===== src/rtl/ofdm_preamble_seq.sv =====
// rtl/ofdm_preamble_seq.sv - OFDM preamble sequencer: ROM preamble copies spliced ahead of payload I/Q
// Preamble beats pass ROM outputs straight through; payload beats go through a one-deep register.
module ofdm_preamble_seq #(
    parameter int PREAMBLE_LEN    = 256,
    parameter int PREAMBLE_REPEAT = 2
) (
    input  logic        clk,
    input  logic        rst_n,
    input  logic        start,
    output logic        busy,
    output logic        done,
    output logic [7:0]  rom_addr,
    output logic        rom_en,
    input  logic [15:0] rom_i,
    input  logic [15:0] rom_q,
    input  logic        s_valid,
    output logic        s_ready,
    input  logic [15:0] s_i,
    input  logic [15:0] s_q,
    input  logic        s_last,
    output logic        m_valid,
    input  logic        m_ready,
    output logic [15:0] m_i,
    output logic [15:0] m_q,
    output logic        m_sof,
    output logic        m_pre,
    output logic        m_last
);

    localparam logic [11:0] TOTAL_READS = 12'(PREAMBLE_LEN * PREAMBLE_REPEAT);
    localparam logic [7:0]  LAST_ADDR   = 8'(PREAMBLE_LEN - 1);
    localparam logic [3:0]  REPEATS     = 4'(PREAMBLE_REPEAT);

    typedef enum logic [1:0] {IDLE, PRE, PAY} state_t;

    state_t      state;
    logic [11:0] rd_cnt;
    logic [3:0]  rep_cnt;
    logic [15:0] pay_i;
    logic [15:0] pay_q;
    logic        got_last;
    logic        m_hs;

    assign m_hs    = m_valid && m_ready;
    assign busy    = (state != IDLE);
    // A read may only be issued when the output slot is free or draining this cycle.
    assign rom_en  = (state == PRE) && (rd_cnt < TOTAL_READS) && (!m_valid || m_ready);
    assign s_ready = (state == PAY) && !got_last && (!m_valid || m_ready);
    assign m_i     = m_pre ? rom_i : pay_i;
    assign m_q     = m_pre ? rom_q : pay_q;

    always_ff @(posedge clk) begin
        if (!rst_n) begin
            state    <= IDLE;
            done     <= 1'b0;
            rom_addr <= 8'd0;
            rd_cnt   <= 12'd0;
            rep_cnt  <= 4'd0;
            pay_i    <= 16'd0;
            pay_q    <= 16'd0;
            got_last <= 1'b0;
            m_valid  <= 1'b0;
            m_sof    <= 1'b0;
            m_pre    <= 1'b0;
            m_last   <= 1'b0;
        end else begin
            done <= 1'b0;
            case (state)
                IDLE: begin
                    if (start) begin
                        state    <= PRE;
                        rom_addr <= 8'd0;
                        rd_cnt   <= 12'd0;
                        rep_cnt  <= 4'd0;
                        got_last <= 1'b0;
                    end
                end
                PRE: begin
                    if (rom_en) begin
                        rd_cnt  <= rd_cnt + 12'd1;
                        m_valid <= 1'b1;
                        m_pre   <= 1'b1;
                        m_sof   <= (rd_cnt == 12'd0);
                        if (rom_addr == LAST_ADDR) begin
                            rom_addr <= 8'd0;
                            rep_cnt  <= rep_cnt + 4'd1;
                        end else begin
                            rom_addr <= rom_addr + 8'd1;
                        end
                    end else if (m_hs) begin
                        m_valid <= 1'b0;
                        m_sof   <= 1'b0;
                        // Once every copy has been read, any drained beat is the final preamble beat.
                        if (rep_cnt == REPEATS) begin
                            state <= PAY;
                            m_pre <= 1'b0;
                        end
                    end
                end
                PAY: begin
                    if (s_valid && s_ready) begin
                        pay_i    <= s_i;
                        pay_q    <= s_q;
                        m_last   <= s_last;
                        m_valid  <= 1'b1;
                        got_last <= s_last;
                    end else if (m_hs) begin
                        m_valid <= 1'b0;
                        if (m_last) begin
                            m_last <= 1'b0;
                            state  <= IDLE;
                            done   <= 1'b1;
                        end
                    end
                end
                default: state <= IDLE;
            endcase
        end
    end

endmodule

===== config.mk =====
export PLATFORM = sky130hd
export DESIGN_NAME = ofdm_preamble_seq
export DESIGN_NICKNAME = d
export VERILOG_FILES = /design/src/rtl/ofdm_preamble_seq.sv
export SDC_FILE = /design/constraint.sdc
export NUM_CORES = 1
export LEC_CHECK = 0
export CORE_AREA = 8 8 90 92
export CTS_CLUSTER_SIZE = 12
export DETAILED_ROUTE_END_ITERATION = 10
export DIE_AREA = 0 0 98 100
export MAX_ROUTING_LAYER = met4
export PLACE_DENSITY_LB_ADDON = 0.3
export SETUP_SLACK_MARGIN = 0.4
export SYNTH_ARGS = -nofsm -noshare
export SYNTH_HDL_FRONTEND = slang
export SYNTH_SLANG_ARGS = --single-unit

===== constraint.sdc =====
create_clock -name clk -period 3.44 [get_ports clk]
set_clock_uncertainty 0.1 [all_clocks]
set_input_delay 0.516 -clock clk [delete_from_list [all_inputs] [get_ports clk]]
set_output_delay 0.516 -clock clk [all_outputs]
set_load 0.02 [all_outputs]

# ---- After elaboration in Yosys (flattened, before gate mapping)
# Index checks and enable logic that the tools add are counted.
dict set report totals {
  ff_bits 64
  latch_bits 0
  mem_bits_rw 0
  romBits 0
  inputBits 70
  output_inout_bits 48
  elab_cells 95
  mem_count 0
}
dict set report op_classes {
  addsub 3
  n_mul 0
  div 0
  magnitude_cmp 1
  eq_ne 14
  shift 0
  n_mux 35
  n_bitwise 3
  reduce_logical 27
}
# operator count
set ops {}
lappend ops {{16-bit two-way mux} 2}
lappend ops {{12-bit two-way mux} 2}
lappend ops {{8-bit two-way mux} 3}
lappend ops {{12-bit one-hot mux with 2 select lines} 1}
lappend ops {{8-bit one-hot mux with 2 select lines} 1}
lappend ops {{2-bit two-way mux} 7}
lappend ops {{2-bit != test, second input constant} 7}
lappend ops {{2-bit nonzero test} 7}
lappend ops {{12-bit by 1-bit adder with 12-bit output, second input constant} 1}
lappend ops {{12-bit logical NOT} 1}
lappend ops {{12-bit by 10-bit < comparator with 1-bit output, second input constant} 1}
lappend ops {{1-bit two-way mux} 12}
lappend ops {{4-bit two-way mux} 3}
lappend ops {{3-bit AND reduction} 3}
lappend ops {{8-bit by 1-bit adder with 8-bit output, second input constant} 1}
lappend ops {{8-bit == test, second input constant} 1}
lappend ops {{4-bit one-hot mux with 2 select lines} 1}
lappend ops {{7-bit AND reduction} 1}
lappend ops {{1-bit logical AND} 6}
lappend ops {{2-bit by 1-bit != test with 1-bit output, second input constant} 3}
lappend ops {{2-bit one-hot mux with 3 select lines} 1}
lappend ops {{2-bit AND reduction} 3}
lappend ops {{4-bit by 1-bit adder with 4-bit output, second input constant} 1}
lappend ops {{4-bit by 2-bit == test with 1-bit output, second input constant} 1}
lappend ops {{9 further kinds} 13}

# ---- Depth between registers and ports, before layout
# Gate-level depths: netlist of run 1.
dict set report depth {
  word_depth 6
  ltp_mapped 9
  mapped_depth_nobuf 7
}

# ---- Worst setup path after synthesis of run 1
# No wires, ideal clock.
dict set report synth_timing {
  path_type {reg2reg}
  start {register state[1]}
  end {register rep_cnt[3]}
  setup_ns 0.070
  arrival_ns 2.174
  required_time_ns 3.270
  setup_slack_ns 1.096
  path_stages_with_launch 8
  path_buffers 1
  period_less_slack_ns 2.344
  cell_sequence {dfxtp_1 -> inv_1 -> ha_1 -> buf_6 -> or4b_4 -> o41a_1 -> or4_1 -> a21oi_1}
}
dict set report synth_between {
  elab_chain_cells 5
  elab_cells_between_ends 10
  cone_classes {eq/ne: 4; mux: 1; reduce/logical: 5}
}
# element line_no
set synth_lines {}
lappend synth_lines {{start: declaration} 36} ;# state_t state;
lappend synth_lines {{start signal: assignment} 54} ;# state <= IDLE;
lappend synth_lines {{start signal: assignment} 71} ;# state <= PRE;
lappend synth_lines {{start signal: assignment} 95} ;# state <= PAY;
lappend synth_lines {{2-bit by 1-bit == test with 1-bit output} {47, 68}}
lappend synth_lines {{1-bit logical AND (2 in series)} 47} ;# assign rom_en = (state == PRE) && (rd_cnt < TOTAL_READS) && (!m_valid || m_ready);
lappend synth_lines {{2-bit != test (no source line)} --}
lappend synth_lines {{4-bit AND reduction (no source line)} --}
lappend synth_lines {{end signal: assignment} 86} ;# rep_cnt <= rep_cnt + 4'd1;
lappend synth_lines {{end: declaration} 38} ;# logic [3:0] rep_cnt;
# Parallel ways exist; a longest one is shown, timed or not.
# A chain may end at the register's enable or synchronous reset.

# ---- Worst setup path in the final report of run 1
dict set report layout_timing {
  start {register state[1]}
  end {output rom_en}
}
dict set report layout_between {
  elab_chain_cells 3
}
# element line_no
set layout_lines {}
lappend layout_lines {{2-bit by 1-bit == test with 1-bit output} 47}
lappend layout_lines {{1-bit logical AND (2 in series)} 47}
lappend layout_lines {{end: declaration} 13} ;# output logic rom_en,
# No other way between the ends.

==> flow_summary.toml, run 1 <==
[global_routing]
grt_max_degree = 39
gr-usage-all-layers = 0.1887
antenna_found_initial = 0
globalRouteOverflowTotal = 0
first_global_vias = 2907
grt_pass1_wl_mm = 14.60

[worst_setup_path]
cp_common_cell = "inv_1"
required_ns = 2.82
worstPathMaxFanout = 10
rr_endpoint = "rep_cnt[3]"
end_kind = "primary output"
path_cells = "inv_1 > ha_1 > nor4b_4 > nand2_1 > inv_1 > clkdlybuf4s50_1"
critical_path.top_delay_family = "buffers and inverters"
rr_startpoint = "state[1]"
start_kind = "register"
r2r_setup_slack_ns = 0.81
r2r_cells = 6
cp.arrival_ns = 2.32
path_buf_inv = 3
slowest_delay_ns = 0.61
slowest_stage = "clkdlybuf4s50_1"
worstSetupPathType = "register to primary output"

[clock_tree]
cts_sinks = 64
cts_setup_buffers = 0
cts_tree = "done"
cts_buffer_depth = 2
cts.reportedPaths.clkPinSlew_ns = 0.06
hold_buffers = 0
clock_latency_ns = 0.33
numCtsBuffers = 9
cts-htree-levels = 3
clk_root_buffer_cell = "clkbuf_8"

[run_status]
status = "complete, no violations"

[cells_and_area]
diodes = 0
drive_gt1_frac = 0.1150
layout_common_cells = "clkdlybuf4s50_1, nand2_1, dfxtp_1"
syn2layout_area_growth_pct = 46.46
design_area_um2 = 4536
fillers = 536
fin_nets = 562
final_common_cell = "clkdlybuf4s50_1"
layoutNonFillerInstCount = 567

[yosys]
yosys_most_used_dff = "dfxtp_1"
async_flop_share = 0
synth_fp_nets = 449
synth_cell_type_count = 36
syn_inst = 371
synth_area_um2 = 3097
synth-seq-cells = 64
seq_area_frac_synth = 0.4137
synth_area_per_cell_um2 = 8.347
ys_warn_count = 0
synth_edf_count = 0

[drt]
dr.pass1.iters = 4
drc = 0
ant_nets = 0
drt_iter0_markers = 152
viasPerCell = 5.362
wire_per_inst_um = 16.10
dr_total_vias = 3040
wirelength_mm = 9.128

[sta]
tns_ns = 0
hold_violations = 0
final-setup-viol-count = 0
min_period_ns = 2.935
min_period_over_period = 0.8531
fmax_mhz = 340.8
worst_pin_slew_ns = 0.9754
final-max-slew-violation-count = 0
slew_headroom = 0.3329
rsz0062_at_grt = "no"

[pwr]
ir_drop_v = 0.0004415
power.static_leakage_uw = 0.001596
power_uw = 2570
power_density_nw_per_um2 = 566.7

[floorplanning]
initial_core_util = 0.4661
die_y_um = 100
die_w_um = 98
core_um2 = 6644
row_count = 30
dieArea_um2 = 9800
ios = 118

[placed_design]
gp_congestion = 0.8667
portBuffers = 117
dp.cells = 553
place_area_um2 = 4348
dpl.hpwl_mm = 6.936

[worst_hold_path]
worstHoldPathType = "register to register"
hold-path-cell-count = 2
hold_end = "pay_i[1]"
min-delay-start = "pay_i[1]"

[flow_run]
drv_cap = 0
[how the worst max path moves through the flow]
| stage | to | cells after the start | start |
|---|---|---|---|
| 3_3_place_gp | s_ready | 4 | m_ready |
| 6_report | rom_en | 6 | state[1] |
| 3_5_place_dp | rom_addr[6] | 7 | state[1] |
| 4_1_cts | rom_en | 6 | state[1] |
| 5_1_grt | rom_en | 6 | state[1] |
| 2_1_floorplan | rep_cnt[3] | 7 | state[1] |
[metal layers]
| metal | vias up | GRT usage | routed length (um) |
|---|---|---|---|
| met3 | 14 | 0.04221 | 457 |
| li1 | 1523 | - | - |
| met4 | 0 | 0.08753 | 228 |
| met2 | 92 | 0.3267 | 4629 |
| met1 | 1411 | 0.2027 | 3812 |
| met5 | - | - | 0 |
[cell type report]
type | instances | area [um^2] | share of cell area
multi-input combinational | 271 | 1697 | 0.3741
tap | 80 | 100.1 | 0.02207
inverter | 15 | 56.30 | 0.01241
clock buffer | 14 | 172.7 | 0.03807
sequential | 64 | 1281 | 0.2825
timing repair buffer | 123 | 1229 | 0.2709
[cell families (layout without fill, tap and decap cells)]
| kind of cell | Yosys count | in the layout | share of synthesized area |
|---|---|---|---|
| XOR/XNOR | 2 | 2 | 0.005658 |
| buffers and inverters | 36 | 152 | 0.04606 |
| AO/OA/AOI/OAI | 77 | 77 | 0.1422 |
| flip-flops | 64 | 64 | 0.4137 |
| multiplexers | 39 | 39 | 0.1390 |
| AND/OR/NAND/NOR | 145 | 145 | 0.2210 |
| adder cells (fa/ha/maj) | 8 | 8 | 0.03232 |
[cell usage after synthesis, drive strengths merged, types with 2 or more instances]
cell	count	area, um^2
nor4	3	25.02
and2	2	12.51
mux2	32	360.4
o31ai	9	67.56
mux2i	7	70.07
nand2b	2	12.51
or3	5	31.28
nor4b	2	17.52
xnor2	2	17.52
nor3	3	15.01
clkbuf	20	75.07
dfxtp	64	1281
ha	8	100.1
a21oi	50	250.2
or4	9	67.56
o21ai	10	50.05
o41a	2	22.52
nor2	7	26.28
nand3	15	75.07
nand4	3	18.77
inv	15	56.30
nand2	88	330.3
[power breakdown]
| group | total (uW) | leakage (uW) | internal [uW] | switching (uW) |
|---|---|---|---|---|
| sequential | 856 | 0.000517 | 805 | 51.0 |
| clock | 577 | 0.0000886 | 314 | 263 |
| combinational | 1140 | 0.000991 | 552 | 585 |
[sequential cells by signal (all words and copies together), names as in the netlist]
signal	cells
done	1
got_last	1
m_last	1
m_pre	1
m_sof	1
m_valid	1
pay_i	16
pay_q	16
rd_cnt	12
rep_cnt	4
rom_addr	8
state	2
[what timing repair did]
item / in CTS / in global routing
cloned: 0 / 0
gates resized for setup: 1 / 1
endpoints found under the setup margin: 1 / 1
pin swaps: 0 / 0
[worst register-to-register path, cell delays in order, from the launching register on]
cell     delay, ns
dfxtp_1       0.33
inv_1         0.09
ha_1          0.36
or4b_4        0.54
o41a_1        0.50
or4_1         0.52
a21oi_1       0.14
[metrics by stage]
step,utilization,worst slack (ns),hold WS (ns)
after floorplan,-,1.096,0.3338
after global placement,0.6544,0.7089,0.3407
after detailed placement,0.6544,0.6151,0.3477
after CTS,0.6814,0.4787,0.3572
after global routing,0.6827,0.4638,0.3730
final,0.6827,0.5053,0.3536
(Power assumes the default switching activity.)
==> run 2, diff against run 1 <==
CAP_MARGIN = 25   (was not set)
==> results of run 2 <==
Final layout, timing and power as in run 1 (identical DEF).
==> run 3, diff against run 2 <==
CAP_MARGIN = not set   (was 25)
==> results of run 3 <==
Final layout, timing and power as in run 1 (identical DEF).
==> RTL change (settings of run 3) <==
Make the reset (`rst_n`) asynchronous in one clocked block.
--- a/src/rtl/ofdm_preamble_seq.sv
+++ b/src/rtl/ofdm_preamble_seq.sv
@@ -49,7 +49,7 @@
     assign m_i     = m_pre ? rom_i : pay_i;
     assign m_q     = m_pre ? rom_q : pay_q;
 
-    always_ff @(posedge clk) begin
+    always_ff @(posedge clk or negedge rst_n) begin
         if (!rst_n) begin
             state    <= IDLE;
             done     <= 1'b0;
Behaviour: differs if rst_n is asserted again (counterexample within 4 cycles, from zero or initial values and one cycle with rst_n low); with rst_n held inactive, the same outputs for 10 cycles.
==> RTL change against run 3 <==
- worst setup slack better by 0.21 ns
- final cell count shrank 1.2%
- sequential cell count unchanged
- wire length rose by 7.3%
- total power rose by 17%
- clock power is 24% higher
- cell area rose by 6.6%
- area after synthesis rose by 8.6%
==> RTL change: results (changes against run 3) <==
[grt]
grt_max_degree=36  ; was 39
grt_first_pass_wirelength_mm=15.7  ; was 14.6 mm
grt.total_usage=0.206  ; was 0.189
first_global_vias=3175  ; was 2907

[finish]
drive_gt1_frac=0.129  ; was 0.115
layout.cells.non_filler=560  ; was 567

[power]
p_seq_frac=0.376  ; was 0.333
pg_clk_uw=718  ; was 577 uW
power_leakage_uw=0.00221  ; was 0.00160 uW

[synthesis]
synth_cells=358  ; was 371
synth_area_leaders=dfrtp_1 (48%), nand2_1 (13%), mux2_2 (11%)  ; was dfxtp_1 (41%), mux2_2 (12%), nand2_1 (11%)
synth_fp_nets=436  ; was 449
synth_common_cells=nand2_1 (117), dfrtp_1 (64), mux2_2 (32)  ; was nand2_1 (88), dfxtp_1 (64), a21oi_1 (50)
async_flop_share=1.00  ; was 0
synthAdderAreaFrac=0.0298  ; was 0.0323

[min_path]
hp-class=input port to asynchronous set/reset pin  ; was register to register

[placed_design]
post_dp_cell_area_sq_um=4610  ; was 4350 sq um
dpl.hpwl_mm=7.44  ; was 6.94 mm
dp.cells=545  ; was 553
gp_congestion=0.882  ; was 0.867

[routing]
drtIter0Drc=193  ; was 152
dr.pass1.iters=7  ; was 4
wl_mm=9.80  ; was 9.13 mm

[critical_path]
worstPathArrival_ns=2.11  ; was 2.32 ns
path_max_fanout=7  ; was 10

[status]
status=completed  ; unchanged

[clock_network]
cts-resized-gates=0  ; was 1

[timing]
worst_hold_slack_ns=0.107  ; was 0.354 ns

==> RTL change: cells by family after synthesis <==
kind of cell / count (synthesis)
and+or+nand+nor: 181
DFF: 64
AOI/OAI and AO/OA: 34
adders and majority gates: 8
muxes: 38
xor gates and xnor gates: 9
buffers and inverters: 24
==> RTL change: final cells by class <==
cell class | instances | area (sq um)
well taps | 80 | 100
clock inverters | 3 | 65.1
fillers | 476 | 1810
clock buffers | 12 | 155
repair buffers | 123 | 1210
multi-input cells | 270 | 1670
flip-flops and latches | 64 | 1600
inverters | 8 | 30.0
==> RTL change: metal layers <==
metal | wire, um | track usage | part of all wire | vias to the layer above
met2 | 4980 | 0.345 | 0.51 | 126
li1 | - | - | - | 1456
met4 | 247 | 0.0971 | 0.025 | 0
met3 | 478 | 0.0415 | 0.049 | 20
met5 | 0 | - | 0 | -
met1 | 4100 | 0.234 | 0.42 | 1489
==> RTL change: worst paths after layout <==
path,startpoint,end,cells past startpoint
setup / recovery,m_ready,s_ready,4
hold / removal,rst_n,pay_i[1],1
setup reg to reg,state[1],rd_cnt[7],8
hold reg to reg,pay_i[15],pay_i[15],2
max in group asynchronous,rst_n,m_last,2
min in group clk,pay_i[15],pay_i[15],2
==> RTL change: critical path, stage by stage <==
cell	delay [ns]
clkdlybuf4s50_1	0.58
nand2b_1	0.23
and2_1	0.15
clkdlybuf4s50_1	0.63
==> RTL change: per-stage QoR <==
step,setup slack [ns],util,power (uW)
global route,0.631,0.728,3180
finish,0.711,0.728,3000
CTS,0.429,0.728,3010
detailed placement,0.705,0.695,2290
global placement,0.716,0.695,2240
floorplan,1.36,-,1820
